<file path="src/rtl/alu_pkg.sv">
// Shared opcode, status-bit and command definitions for the ALU sequencer.
package alu_pkg;

    localparam int unsigned OPC_W  = 4;
    localparam int unsigned DATA_W = 8;
    localparam int unsigned CMD_W  = OPC_W + DATA_W + 1;

    localparam logic [OPC_W-1:0] OP_NOP    = 4'h0;
    localparam logic [OPC_W-1:0] OP_LOAD   = 4'h1;
    localparam logic [OPC_W-1:0] OP_ADD    = 4'h2;
    localparam logic [OPC_W-1:0] OP_SUB    = 4'h3;
    localparam logic [OPC_W-1:0] OP_ZERO   = 4'h4;
    localparam logic [OPC_W-1:0] OP_ONE    = 4'h5;
    localparam logic [OPC_W-1:0] OP_XOR    = 4'h6;
    localparam logic [OPC_W-1:0] OP_STATUS = 4'hF;

    localparam int unsigned ST_ZERO_BIT  = 0;
    localparam int unsigned ST_NEG_BIT   = 1;
    localparam int unsigned ST_CARRY_BIT = 2;

    typedef struct packed {
        logic [OPC_W-1:0]  opcode;
        logic [DATA_W-1:0] data;
        logic              capture;
    } cmd_t;

    typedef enum logic [1:0] {
        S_IDLE    = 2'd0,
        S_CAPTURE = 2'd1,
        S_RESP    = 2'd2
    } seq_state_t;

endpackage

</file>
<file path="src/rtl/alu_sequencer_cmd_fifo.sv">
// Power-of-two command FIFO with registered occupancy and show-ahead read data.
module cmd_fifo #(
    parameter int unsigned DEPTH = 4,
    parameter int unsigned WIDTH = 13,
    localparam int unsigned LVL_W = $clog2(DEPTH) + 1
) (
    input  logic             clk,
    input  logic             rst_n,
    input  logic             push,
    input  logic [WIDTH-1:0] wdata,
    input  logic             pop,
    output logic [WIDTH-1:0] rdata_c,
    output logic [LVL_W-1:0] level,
    output logic             full_c,
    output logic             empty_c
);

    localparam int unsigned AW = $clog2(DEPTH);

    logic [WIDTH-1:0] mem [DEPTH];
    logic [AW-1:0]    wr_ptr;
    logic [AW-1:0]    rd_ptr;

    assign rdata_c = mem[rd_ptr];
    assign full_c  = (level == LVL_W'(DEPTH));
    assign empty_c = (level == '0);

    // Storage carries no reset; only pointers and level define validity.
    always_ff @(posedge clk) begin
        if (push) begin
            mem[wr_ptr] <= wdata;
        end
    end

    always_ff @(posedge clk) begin
        if (!rst_n) begin
            wr_ptr <= '0;
            rd_ptr <= '0;
            level  <= '0;
        end else begin
            if (push) wr_ptr <= wr_ptr + AW'(1);
            if (pop)  rd_ptr <= rd_ptr + AW'(1);
            case ({push, pop})
                2'b10:   level <= level + LVL_W'(1);
                2'b01:   level <= level - LVL_W'(1);
                default: level <= level;
            endcase
        end
    end

endmodule

</file>
<file path="src/rtl/alu_sequencer.sv">
// Issues queued commands to an external ALU one per cycle and returns captured results.
module alu_sequencer
    import alu_pkg::*;
#(
    parameter int unsigned FIFO_DEPTH = 4,
    localparam int unsigned LVL_W = $clog2(FIFO_DEPTH) + 1
) (
    input  logic              clk,
    input  logic              rst_n,
    input  logic              cmd_valid,
    output logic              cmd_ready,
    input  logic [OPC_W-1:0]  cmd_opcode,
    input  logic [DATA_W-1:0] cmd_data,
    input  logic              cmd_capture,
    output logic [OPC_W-1:0]  alu_opcode,
    output logic [DATA_W-1:0] alu_data,
    input  logic [DATA_W-1:0] alu_result,
    output logic              rsp_valid,
    input  logic              rsp_ready,
    output logic [DATA_W-1:0] rsp_data,
    output logic [LVL_W-1:0]  fifo_level,
    output logic              busy
);

    seq_state_t        state, state_d;
    cmd_t              wr_cmd, head;
    logic              push_c, pop_c, full_c, empty_c;
    logic              cap_pend, cap_pend_d;
    logic [OPC_W-1:0]  opcode_d;
    logic [DATA_W-1:0] data_d;
    logic              rsp_valid_d;
    logic [DATA_W-1:0] rsp_data_d;

    assign wr_cmd    = '{opcode: cmd_opcode, data: cmd_data, capture: cmd_capture};
    assign cmd_ready = !full_c;
    assign push_c    = cmd_valid && cmd_ready;
    assign busy      = !empty_c || (state != S_IDLE) || cap_pend;

    cmd_fifo #(
        .DEPTH (FIFO_DEPTH),
        .WIDTH (CMD_W)
    ) u_cmd_fifo (
        .clk     (clk),
        .rst_n   (rst_n),
        .push    (push_c),
        .wdata   (wr_cmd),
        .pop     (pop_c),
        .rdata_c (head),
        .level   (fifo_level),
        .full_c  (full_c),
        .empty_c (empty_c)
    );

    // cap_pend marks the cycle a capture op sits on the ALU bus, so CAPTURE
    // lands on the cycle the ALU result of that op is visible.
    always_comb begin
        state_d     = state;
        cap_pend_d  = 1'b0;
        pop_c       = 1'b0;
        opcode_d    = OP_NOP;
        data_d      = '0;
        rsp_valid_d = rsp_valid;
        rsp_data_d  = rsp_data;
        case (state)
            S_IDLE: begin
                if (cap_pend) begin
                    state_d = S_CAPTURE;
                end else if (!empty_c) begin
                    pop_c = 1'b1;
                end
            end
            S_CAPTURE: begin
                rsp_valid_d = 1'b1;
                rsp_data_d  = alu_result;
                state_d     = S_RESP;
            end
            S_RESP: begin
                if (rsp_ready) begin
                    rsp_valid_d = 1'b0;
                    state_d     = S_IDLE;
                    pop_c       = !empty_c;
                end
            end
            default: state_d = S_IDLE;
        endcase
        if (pop_c) begin
            opcode_d   = head.opcode;
            data_d     = head.data;
            cap_pend_d = head.capture;
        end
    end

    always_ff @(posedge clk) begin
        if (!rst_n) begin
            state      <= S_IDLE;
            cap_pend   <= 1'b0;
            alu_opcode <= OP_NOP;
            alu_data   <= '0;
            rsp_valid  <= 1'b0;
            rsp_data   <= '0;
        end else begin
            state      <= state_d;
            cap_pend   <= cap_pend_d;
            alu_opcode <= opcode_d;
            alu_data   <= data_d;
            rsp_valid  <= rsp_valid_d;
            rsp_data   <= rsp_data_d;
        end
    end

endmodule

</file>
<file path="config.mk">
export PLATFORM = sky130hd
export DESIGN_NAME = alu_sequencer
export DESIGN_NICKNAME = d
export VERILOG_FILES = /design/src/rtl/alu_pkg.sv /design/src/rtl/alu_sequencer_cmd_fifo.sv /design/src/rtl/alu_sequencer.sv
export SDC_FILE = /design/constraint.sdc
export NUM_CORES = 1
export LEC_CHECK = 0
export ABC_AREA = 1
export ABC_CLOCK_PERIOD_IN_PS = 1950
export CORE_MARGIN = 2
export CORE_UTILIZATION = 30
export CTS_BUF_LIST = sky130_fd_sc_hd__clkbuf_8
export DETAILED_ROUTE_END_ITERATION = 10
export SYNTH_ARGS = -nofsm -noshare
export SYNTH_HDL_FRONTEND = slang
export SYNTH_SLANG_ARGS = --single-unit
export TNS_END_PERCENT = 10
</file>
<file path="constraint.sdc">
create_clock -name clk -period 1.95 [get_ports clk]
set_input_delay 0.39 -clock clk [delete_from_list [all_inputs] [get_ports clk]]
set_output_delay 0.39 -clock clk [all_outputs]
set_load 0.005 [all_outputs]
</file>
==> results.json <==
{
  "drive_gt1_frac": 0.157,
  "dr_wl_met3_um": 238,
  "clk_path_buf_depth": 2,
  "setup_ws_ps": 146,
  "synthArstFlopShare": 0,
  "dieArea_um2": 11500,
  "clkTransAtPathRegs_ps": 80,
  "cts_tree": "done",
  "start_util": 0.309,
  "cts_made_buffers": 9,
  "min_period_over_period": 0.925,
  "cp.arrival_ps": 2060,
  "ir_worst_vdd_mv": 0.508,
  "slew_headroom": 0.602,
  "pin_count": 51,
  "clock_latency_ps": 360,
  "required_ps": 2210,
  "num_rows": 37,
  "met1_length_um": 2830,
  "setup_viol": 0,
  "postRouteAntennaNets": 0,
  "grt_pass1_wl_um": 10300,
  "layout.cells.non_filler": 519,
  "cp.depth": 13,
  "via_count": 2188,
  "drtPass1Iterations": 4,
  "htreeDepth": 3,
  "dpl.cell_count": 503,
  "synth_cell_types": 26,
  "crit_buf_inv": 2,
  "synthTopCellsByArea": "edfxtp_1 (49%), dfxtp_1 (19%), nor2_1 (11%)",
  "r2r_cells": 13,
  "wl_per_cell_um": 12.0,
  "p_total_mw": 5.64,
  "via_per_inst": 4.22,
  "place_area_um2": 3970,
  "power_density_nw_per_um2": 1330,
  "cp_top_family": "simple AND/OR/NAND/NOR gates",
  "r2r_setup_slack_ps": 150,
  "timing.final.max_slew_violations": 0,
  "yosysTopAreaCellShare": 0.487,
  "critPathMaxFanout": 4,
  "core_area_um2": 10400,
  "drc": 0,
  "globalplace.congestion": 0.722,
  "syn_inst": 307,
  "grt_max_degree": 29,
  "area_growth_pct": 32.1,
  "design_area_um2": 4230,
  "wl_um": 6230,
  "synth.cell_area_um2": 3200,
  "synth.most_common_cell": "nor2_1",
  "end_kind": "flip-flop",
  "rr_endpoint": "u_cmd_fifo.level[2]$_SDFFE_PN0P_",
  "hold_buffers": 0,
  "portBuffers": 50,
  "crit_slowest_cell": "fa_2",
  "fin_skew_ps": 9.82,
  "synthFlopType": "edfxtp_1",
  "dr.max_layer_used": "met4",
  "path_class": "flip-flop to flip-flop",
  "nets": 409,
  "rsz0062_at_grt": "false",
  "place_hpwl_um": 4090,
  "worstSetupStartpoint": "state[1]$_SDFFE_PN0P_",
  "hold_viol": 0,
  "wl_met2_um": 3060,
  "regArea_um2": 2190,
  "status": "finished, final reports clean",
  "antenna_found_initial": 0,
  "fill_cells": 990,
  "yosysSeqAreaShare": 0.681,
  "synth-seq-cells": 83,
  "min_path_type": "input pin to flip-flop",
  "maxCapViolCount": 0,
  "leakage_nw": 1.68,
  "post-place-ws_ps": -418,
  "hold_depth": 3,
  "hold_start": "rsp_ready",
  "avgSynthCellArea_um2": 10.4,
  "die_h_um": 107,
  "r2r_start": "state[1]$_SDFFE_PN0P_",
  "die_w_um": 107,
  "grtUsageTotal": 0.118,
  "synth-edff-count": 52,
  "drtIter0Drc": 74,
  "grt_pass1_vias": 2119,
  "syn_nets": 338,
  "path_cells": "nor2_2 -> nand2_1 -> nand2_2 -> nand2_2 -> clkinv_2 -> ha_4 -> inv_2 -> fa_2 -> or2_4 -> nand2_2 -> nand2_1 -> nand2_1 -> nor2_1",
  "max_stage_delay_ps": 380,
  "antenna_cells": 0,
  "period_needed_ps": 1800,
  "fin_util": 0.408,
  "whs_endpoint": "state[1]$_SDFFE_PN0P_",
  "worst_slew_pin_slew_ps": 597,
  "netlist_top_cells_count": "nor2_1 (94), edfxtp_1 (52), o21ai_0 (35), dfxtp_1 (31), inv_1 (30)",
  "ys_warn_count": 0,
  "cts-root-buf": "clkbuf_8",
  "fmax_mhz": 554,
  "clock_sinks": 83,
  "gr-total-overflow": 0,
  "yosysTopAreaCell": "edfxtp_1",
  "multiInputGateArea_um2": 871,
  "startpoint_type": "flip-flop"
}
## cell families (layout without fill, tap and decap cells)
group / Yosys count / count (layout) / synth area share
flip-flops: 83 / 83 / 0.681
AO/OA/AOI/OAI: 44 / 44 / 0.0687
AND/OR/NAND/NOR: 132 / 132 / 0.169
buffers and inverters: 42 / 118 / 0.0558
adder cells (fa/ha/maj): 6 / 6 / 0.0258
## layout make-up
cell class	instances	share of cell area
multi-input combinational	182	0.206
tap	136	0.0402
inverter	32	0.0287
clock inverter	7	0.0251
timing repair buffer	70	0.153
clock buffer	9	0.0293
sequential	83	0.518
## cell usage in the layout (no fill, tap or decap), types with 4 or more instances in the layout
cell type,synthesis,layout
ha_1,5,4
a21oi_1,6,6
o21ai_0,35,35
clkbuf_8,0,9
nor2_1,94,93
inv_2,0,5
clkdlybuf4s50_1,0,48
buf_4,2,20
nand2_1,24,23
dfxtp_1,31,27
inv_1,30,25
edfxtp_1,52,52
## report_power, final
| part | leakage, nW | internal (mW) | switching, mW |
|---|---|---|---|
| clock | 0.117 | 0.745 | 0.652 |
| sequential | 0.733 | 2.18 | 0.102 |
| combinational | 0.827 | 0.909 | 1.06 |
| total | 1.68 | 3.83 | 1.81 |
## layer usage
| layer | vias up | global-route usage |
|---|---|---|
| met5 | - | 0 |
| met4 | 0 | 0.0549 |
| met3 | 6 | 0.0369 |
| met2 | 39 | 0.193 |
| met1 | 1006 | 0.143 |
| li1 | 1137 | - |
## worst max-delay path by stage
stage	to	slack (ps)
final	u_cmd_fifo.level[2]$_SDFFE_PN0P_	150
after global routing	u_cmd_fifo.level[2]$_SDFFE_PN0P_	20
after CTS	u_cmd_fifo.level[2]$_SDFFE_PN0P_	5
after detailed placement	u_cmd_fifo.level[2]$_SDFFE_PN0P_	-420
after global placement	u_cmd_fifo.level[2]$_SDFFE_PN0P_	-390
after floorplan	u_cmd_fifo.level[2]$_SDFFE_PN0P_	40
## repair_timing
item,in CTS,in global routing
pin swaps,1,5
buffers inserted,0,0
gates resized for setup,9,13
setup endpoints to repair,2,2
## sequential cells by signal, indices dropped and copies added (netlist names), 2 cells and up
| register | count |
|---|---|
| u_cmd_fifo.level | 3 |
| rsp_data | 8 |
| u_cmd_fifo.mem | 52 |
| u_cmd_fifo.wr_ptr | 2 |
| alu_data | 8 |
| state | 2 |
| u_cmd_fifo.rd_ptr | 2 |
| alu_opcode | 4 |
## through the flow
stage                     setup TNS [ps]  hold slack (ps)
final                                  0              358
after floorplan                        0              422
after global placement              -435              456
after detailed placement            -497              460
after global routing                   0              385
after CTS                              0              469
## worst min-delay path: cells and delay by family
family	cells	cell delay [ps]
simple gates	1	120
buf+inv	1	110
compound gates	1	50
Note: power is estimated with default switching activity, not from simulation.
